`src/rtl/instr_fetch_sequencer.sv`:
```
// Instruction fetch sequencer: prefetch FIFO, instruction register and timestep FSM.
// Optional FETCH_PERF_CNT_EN adds saturating retired-instruction and stall-cycle counters.
module instr_fetch_sequencer #(
   parameter int WIDTH = 10,
   parameter int DEPTH = 4,
   parameter int TSW   = 2
) (
   input  logic             clk,
   input  logic             reset_n,
   input  logic [WIDTH-1:0] in_data,
   input  logic             in_valid,
   output logic             in_ready,
   input  logic             IRin,
   input  logic             Ext,
   input  logic             Clr,
   output logic [WIDTH-1:0] data_out,
   output logic [WIDTH-1:0] IR,
   output logic [TSW-1:0]   timestep,
   output logic             stall,
   output logic [15:0]      instr_count,
   output logic [15:0]      stall_count
);

   localparam int AW = (DEPTH > 1) ? $clog2(DEPTH) : 1;
   localparam int CW = AW + 1;

   typedef enum logic [TSW-1:0] {
      TS0 = TSW'(0),
      TS1 = TSW'(1),
      TS2 = TSW'(2),
      TS3 = TSW'(3)
   } ts_e;

   logic [WIDTH-1:0] mem_q [DEPTH];
   logic [AW-1:0]    wr_ptr_q, wr_ptr_d;
   logic [AW-1:0]    rd_ptr_q, rd_ptr_d;
   logic [CW-1:0]    count_q, count_d;
   logic [WIDTH-1:0] ir_q, ir_d;
   ts_e              ts_q, ts_d;

   logic             empty;
   logic             full;
   logic             push;
   logic             pop;
   logic             ir_load;
   logic [WIDTH-1:0] head;

   // A stalled step is simply Ext with nothing to pop, so it never pops or loads IR.
   always_comb begin
      empty    = (count_q == '0);
      full     = (count_q == CW'(DEPTH));
      in_ready = reset_n & ~full;
      push     = in_valid & in_ready;
      pop      = Ext & ~empty;
      ir_load  = IRin & ~empty;
      stall    = Ext & empty;
      head     = mem_q[rd_ptr_q];
      data_out = pop ? head : '0;

      wr_ptr_d = push ? wr_ptr_q + AW'(1) : wr_ptr_q;
      rd_ptr_d = pop  ? rd_ptr_q + AW'(1) : rd_ptr_q;
      count_d  = count_q;
      if (push && !pop) begin
         count_d = count_q + CW'(1);
      end else if (!push && pop) begin
         count_d = count_q - CW'(1);
      end

      ir_d = ir_load ? head : ir_q;

      ts_d = ts_q;
      if (stall) begin
         ts_d = ts_q;
      end else if (Clr) begin
         ts_d = TS0;
      end else begin
         ts_d = ts_e'(ts_q + TSW'(1));
      end
   end

   always_ff @(posedge clk) begin
      if (!reset_n) begin
         wr_ptr_q <= '0;
         rd_ptr_q <= '0;
         count_q  <= '0;
         ir_q     <= '0;
         ts_q     <= TS0;
      end else begin
         wr_ptr_q <= wr_ptr_d;
         rd_ptr_q <= rd_ptr_d;
         count_q  <= count_d;
         ir_q     <= ir_d;
         ts_q     <= ts_d;
      end
   end

   // Storage needs no reset: the flushed count makes stale entries unreachable.
   always_ff @(posedge clk) begin
      if (push) begin
         mem_q[wr_ptr_q] <= in_data;
      end
   end

   assign IR       = ir_q;
   assign timestep = ts_q;

`ifdef FETCH_PERF_CNT_EN
   logic [15:0] instr_count_q, instr_count_d;
   logic [15:0] stall_count_q, stall_count_d;

   always_comb begin
      instr_count_d = instr_count_q;
      stall_count_d = stall_count_q;
      if (ir_load && instr_count_q != 16'hFFFF) begin
         instr_count_d = instr_count_q + 16'd1;
      end
      if (stall && stall_count_q != 16'hFFFF) begin
         stall_count_d = stall_count_q + 16'd1;
      end
   end

   always_ff @(posedge clk) begin
      if (!reset_n) begin
         instr_count_q <= '0;
         stall_count_q <= '0;
      end else begin
         instr_count_q <= instr_count_d;
         stall_count_q <= stall_count_d;
      end
   end

   assign instr_count = instr_count_q;
   assign stall_count = stall_count_q;
`else
   assign instr_count = 16'd0;
   assign stall_count = 16'd0;
`endif

endmodule

```
`config.mk`:
```
export PLATFORM = sky130hd
export DESIGN_NAME = instr_fetch_sequencer
export DESIGN_NICKNAME = d
export VERILOG_FILES = /design/src/rtl/instr_fetch_sequencer.sv
export SDC_FILE = /design/constraint.sdc
export NUM_CORES = 1
export LEC_CHECK = 0
export BUFFER_PORTS_ARGS = -buffer_cell sky130_fd_sc_hd__buf_2
export CAP_MARGIN = 10
export CORE_MARGIN = 5
export CORE_UTILIZATION = 52
export DETAILED_ROUTE_END_ITERATION = 8
export GPL_TIMING_DRIVEN = 0
export PLACE_DENSITY = 0.78
export SLEW_MARGIN = 40
export SYNTH_ARGS = -nofsm -noshare
export SYNTH_HDL_FRONTEND = slang
export SYNTH_SLANG_ARGS = --single-unit
```
`constraint.sdc`:
```
create_clock -name clk -period 3 [get_ports clk]
set_input_delay 0.45 -clock clk [delete_from_list [all_inputs] [get_ports clk]]
set_output_delay 0.45 -clock clk [all_outputs]
set_load 0.005 [all_outputs]
```
==> out/summary.txt, run 1 <==
status: complete, no violations
Worst path slowest cell: clkbuf_1
CP Data Required Time: 3.25 ns
post-synth top area share: 45.61%
io pins: 72
CP endpoint kind: register
Mapped Cells: 178
DRT Wirelength: 4555 um
number of setup buffers added after CTS: 0
Hold WC Path Type: in -> reg
cts hold-fix bufs: 0
post-synthesis async set-or-reset flop share: 0%
worst slew pin tran: 0.5772 ns
Leakage: 1.390 nW
Final Skew: 0.007478 ns
Bufs and invs on worst path: 2
Area Overhead vs Synth: 22.99%
CTS Buf Count: 9
Top FF cell, synth: edfxtp_1
DR vias: 1489
Nets: 281
slowest stage delay, CP: 0.44 ns
top cells by area, synth: edfxtp_1 46%, dfxtp_1 16%, buf_4 9.1%, mux4_2 8.6%, a22o_1 3.3%
chip height: 81.17 um
largest net degree at the start of global routing: 11
Root Driver: clkbuf_8
start of the worst register-to-register path: count_q[2]
Tmin final: 2.632 ns
Worst Hold Path Cells: 1
num rows: 26
CP Class: reg -> reg
Clock transition at path regs: 0.07 ns
critical path arrival: 2.88 ns
share of cells above drive strength 1: 38.26%
crit-path leading delay family: adder cells
core area: 5010 sq um
pwr/cell area: 768.5 nW/um^2
cts repair resizes: 0
Starting Density: 52.57%
DRT Pass-1 Iters: 4
sequential-to-total area share from yosys stat: 61.57%
worst reg-to-reg setup slack: 0.37 ns
Sequential Area: 1622 sq um
Tcrit/Tclk final: 87.74%
Final Max Tran Viols: 0
Overall Global Routing Usage: 14.56%
Num Clock Sinks: 61
diode count: 0
R2R cell count: 8
CP max FO: 10
Syn Area/Cell: 14.80 sq um
post-synthesis register bit count: 61
RSZ-0062 raised after global routing: no
Fillers: 379
mean number of vias per cell: 4.458
CP Cell Sequence: o31ai_1 -> clkbuf_1 -> ha_1 -> inv_1 -> fa_1 -> xor2_1 -> or3_1 -> a21oi_1
Multi-input gate area: 838.3 sq um
Hold Fails Final Rpt: 0
Sum Neg Setup Slack: 0 ns
PnR worst setup slack: 0.3679 ns
first-pass GRT wire length: 6927 um
CTS tree: done
vias in the first global route: 1422
DRC viols: 0
startpoint types: register
DIE AREA: 6589 sq um
worst hold path startpoint: in_data[7]
Hold EP: mem_q[2][7]
post-DP HPWL: 3257 um
global route overflow: 0
clk_lat worst skew: 0.33 ns
H-tree depth: 3
final antenna-violating net count: 0
worst r2r dst: count_q[2]
fmax: 0.3799 GHz
unique cell type count in the Yosys netlist: 31
gpl congestion: 0.7853
IR drop worst, VDD: 467.7 uV
EDFF count, synth: 40
Ys Warns: 0
IO buf count: 39
Iter 0 DRT Violations: 80
Netlist Area Pre-Place: 2634 sq um
WL/cell: 13.64 um
max_slew headroom: 61.52%
post-synth top area cell: edfxtp_1
initial antenna violation count: 0
Max Cap Violations: 0
Die X: 81.17 um
Final setup viols: 0
Place WS: 0.3831 ns
Max Root-Sink Buffers: 2
[how the worst max path moves through the flow]
stage,start,end,depth (start not counted)
final,count_q[2],count_q[2],8
after global routing,count_q[2],count_q[2],8
after CTS,count_q[2],count_q[2],8
after detailed placement,count_q[2],count_q[2],8
after global placement,count_q[0],count_q[2],8
after floorplan,count_q[0],count_q[2],8
[layout make-up]
class	instances	share of cell area [%]
clock inverters	5	2.317
clock buffers	11	4.056
inverters	6	0.6952
flip-flops and latches	61	50.06
plain buffers	37	8.266
multi-input cells	105	25.88
well taps	70	2.704
repair buffers	39	6.025
[per-layer routing]
| metal | wire length, um | track usage [%] | share of wire (%) | vias to the layer above |
|---|---|---|---|---|
| li1 | - | - | - | 743 |
| met1 | 1900 | 16.72 | 42 | 680 |
| met2 | 2104 | 23.65 | 46 | 61 |
| met3 | 488 | 6.874 | 11 | 5 |
| met4 | 61 | 5.574 | 1.3 | 0 |
| met5 | 0 | 0 | 0 | - |
[worst register-to-register path, cell delays in order, from the launching register on]
cell and delay, ns:
dfxtp_1 0.39, o31ai_1 0.43, clkbuf_1 0.44, ha_1 0.28
inv_1 0.06, fa_1 0.37, xor2_1 0.16, or3_1 0.31
a21oi_1 0.14
[cell families after synthesis]
family	share of synthesized area [%]
compound gates	5.843
simple gates	6.888
xor+xnor	1.330
mux	10.07
fa+ha+maj	3.135
buf+inv	11.02
flops	61.57
other cells	0.1424
[cell usage after synthesis (2+ instances only)]
cell type,instances
edfxtp_1,40
buf_4,32
dfxtp_1,21
a22o_1,10
mux4_2,10
nor2b_1,10
nor2_1,8
inv_1,6
ha_1,5
and2_1,4
mux2i_1,4
nand2_1,4
xor2_1,4
a21oi_1,2
clkbuf_1,2
[metrics by stage]
step                      utilization, %  hold slack (ns)  instances  area (sq um)  power (mW)
after floorplan                        -           0.4677        209          2750       1.545
after global routing               64.66           0.3218        334          3239       2.627
final                              64.66           0.3377        334          3239       2.490
after CTS                          64.66           0.3226        334          3239       2.511
after global placement             60.54           0.4571        318          3033       1.723
after detailed placement           60.54           0.4615        318          3033       1.738
[cells in the final DEF, fill, tap and decap left out, types with 6 or more instances in the layout]
cell	instances
clkbuf_8	9
dfxtp_1	21
a22o_1	10
nor2_1	8
conb_1	32
buf_4	32
buf_2	40
edfxtp_1	40
inv_1	6
mux4_2	10
nor2b_1	10
[power by group]
group / internal [mW] / total, mW / switching [mW]
clock: 0.464 / 0.767 / 0.303
sequential: 1.02 / 1.09 / 0.0742
combinational: 0.327 / 0.628 / 0.301
[state kept, by name, indices dropped and copies added (netlist names), named ones only]
register	cells
timestep	2
count_q	3
IR	10
wr_ptr_q	2
rd_ptr_q	2
mem_q	40
Power figures use the tool's default switching activity.
==> inputs of run 2 (changes only) <==
--- a/config.mk
+++ b/config.mk
@@ -5,13 +5,13 @@
 export SDC_FILE = /design/constraint.sdc
 export NUM_CORES = 1
 export LEC_CHECK = 0
-export BUFFER_PORTS_ARGS = -buffer_cell sky130_fd_sc_hd__buf_2
 export CAP_MARGIN = 10
 export CORE_MARGIN = 5
-export CORE_UTILIZATION = 52
+export CORE_UTILIZATION = 55
 export DETAILED_ROUTE_END_ITERATION = 8
+export DONT_BUFFER_PORTS = 1
 export GPL_TIMING_DRIVEN = 0
-export PLACE_DENSITY = 0.78
+export PLACE_DENSITY = 0.69
 export SLEW_MARGIN = 40
 export SYNTH_ARGS = -nofsm -noshare
 export SYNTH_HDL_FRONTEND = slang
==> constraint.sdc (replaced) <==
create_clock -name clk -period 3.15 [get_ports clk]
set_input_delay 0.4725 -clock clk [delete_from_list [all_inputs] [get_ports clk]]
set_output_delay 0.4725 -clock clk [all_outputs]
set_load 0.005 [all_outputs]
==> out/summary.txt, run 2 (same netlist as run 1, synthesis figures left out) <==
Hold EP: mem_q[3][5]
Overall Global Routing Usage: 16.80% (+2.2 points)
CP Data Required Time: 3.40 ns (+0.15 ns)
DRT Pass-1 Iters: 4 (unchanged)
critical path arrival: 3.03 ns (+0.15 ns)
most common cell after layout, fill and taps aside: edfxtp_1
CTS tree: done
Nets: 242 (-14%)
cts hold-fix bufs: 0 (unchanged)
core area: 4692 sq um (-6.3%)
Critical path origin: count_q[2]
num rows: 25 (-3.8%)
Hold Fails Final Rpt: 0 (unchanged)
final antenna-violating net count: 0 (unchanged)
Final setup viols: 0 (unchanged)
max_slew headroom: 56.83% (-4.7 points)
post-DP HPWL: 3361 um (+3.2%)
vias in the first global route: 1523 (+7.1%)
Leakage: 1.177 nW (-15%)
Worst path slowest cell: clkbuf_1
diode count: 0 (unchanged)
share of cells above drive strength 1: 26.22% (-12 points)
power share of the clock group: 26.1% (-4.7 points)
worst hold path startpoint: in_data[5]
crit-path leading delay family: adder cells
pwr/cell area: 714.3 nW/um^2 (-7.1%)
Iter 0 DRT Violations: 43 (-46%)
DRC viols: 0 (unchanged)
Tmin final: 2.776 ns (+0.1440 ns)
cts repair resizes: 0 (unchanged)
Final Cell Area: 2970 sq um (-8.3%)
DR vias: 1417 (-4.8%)
RSZ-0062 raised after global routing: no
most frequent cells in the layout: 40 x edfxtp_1, 32 x buf_4, 32 x conb_1, 21 x dfxtp_1
Final Skew: 0.007248 ns (-0.0002297 ns)
Int Pwr: 1.506 mW (-17%)
IO buf count: 0 (-100%)
clk_lat worst skew: 0.32 ns (about the same)
worst reg-to-reg setup slack: 0.37 ns (about the same)
status: complete, no violations
max reg flops: 40 (unchanged)
Tcrit/Tclk final: 88.13% (+0.39 points)
final hold slack: 0.2414 ns (-0.09637 ns)
Die X: 79.20 um (-2.4%)
CP endpoint kind: register
startpoint types: register
IR drop worst, VDD: 619.8 uV (+33%)
sequential share of power: 49.8% (+5.8 points)
Switch Pwr: 0.6156 mW (-9.2%)
worst r2r dst: count_q[2]
CP Class: reg -> reg
number of setup buffers added after CTS: 0 (unchanged)
Final Max Tran Viols: 0 (unchanged)
Multi-input gate area: 838.3 sq um (unchanged)
initial antenna violation count: 0 (unchanged)
mean number of vias per cell: 5.079 (+14%)
DRT Wirelength: 4744 um (+4.1%)
fmax: 0.3602 GHz (-5.2%)
gpl congestion: 0.6795 (-13%)
Num Clock Sinks: 61 (unchanged)
Fillers: 384 (+1.3%)
Area Overhead vs Synth: 12.78%
CP Cell Sequence: o31ai_1 -> clkbuf_1 -> ha_1 -> inv_1 -> fa_1 -> xor2_1 -> or3_1 -> a21oi_1
DIE AREA: 6273 sq um (-4.8%)
worst slew pin tran: 0.6475 ns (+0.07030 ns)
Starting Density: 56.13% (+3.6 points)
R2R cell count: 8 (unchanged)
CTS Buf Count: 9 (unchanged)
Root Driver: clkbuf_8
Sequential Area: 1622 sq um (unchanged)
CP max FO: 10 (unchanged)
H-tree depth: 3 (unchanged)
Max Root-Sink Buffers: 2 (unchanged)
Comb pwr share: 24.1% (-1.1 points)
largest net degree at the start of global routing: 11 (unchanged)
slowest stage delay, CP: 0.53 ns (+0.09 ns)
Bufs and invs on worst path: 2 (unchanged)
start of the worst register-to-register path: count_q[2]
Switching Fraction: 29.01% (+1.8 points)
WL/cell: 17.00 um (+25%)
Sum Neg Setup Slack: 0 ns (unchanged)
total power: 2.122 mW (-15%)
Hold WC Path Type: in -> reg
Reg with most FFs: mem_q
Worst Hold Path Cells: 0 (-1)
Max Cap Violations: 0 (unchanged)
Clock transition at path regs: 0.07 ns (about the same)
io pins: 72 (unchanged)
first-pass GRT wire length: 7755 um (+12%)
chip height: 79.20 um (-2.4%)
Post-DP Area: 2818 sq um (-7.1%)
global route overflow: 0 (unchanged)
run 2: worst max path at each step:
stage / to / cells past startpoint
6_report: count_q[2] / 8
3_5_place_dp: count_q[2] / 8
2_1_floorplan: count_q[2] / 8
4_1_cts: count_q[2] / 8
5_1_grt: count_q[2] / 8
3_3_place_gp: count_q[2] / 8
run 2: final cells by class:
cell class,count,area share [%]
sequential,61,54.59
multi-input combinational,105,28.22
buffer,37,9.014
clock buffer,13,4.676
tap,54,2.275
inverter,6,0.7582
clock inverter,3,0.4634
run 2: routing by layer:
| metal | vias to the layer above | GRT usage, % | share of wire [%] |
|---|---|---|---|
| met1 | 668 | 19.62 | 41 |
| li1 | 672 | - | - |
| met2 | 68 | 27.02 | 46 |
| met5 | - | 0 | 0 |
| met3 | 9 | 6.122 | 9.8 |
| met4 | 0 | 8.935 | 2.6 |
run 2: metrics by stage:
stage | cells | utilization (%) | worst slack, ns
global route | 279 | 63.31 | 0.1950
CTS | 279 | 63.31 | 0.3494
detailed placement | 263 | 60.05 | 0.3733
floorplan | 209 | - | 0.8179
finish | 279 | 63.31 | 0.3738
global placement | 263 | 60.05 | 0.4352
run 2: power groups by stage:
stage	registers (mW)	logic, mW	clock network (mW)
2_1_floorplan	1.05	0.422	0
3_3_place_gp	1.07	0.498	0
3_5_place_dp	1.08	0.515	0
4_1_cts	1.06	0.518	0.564
5_1_grt	1.07	0.573	0.607
6_report	1.06	0.512	0.553
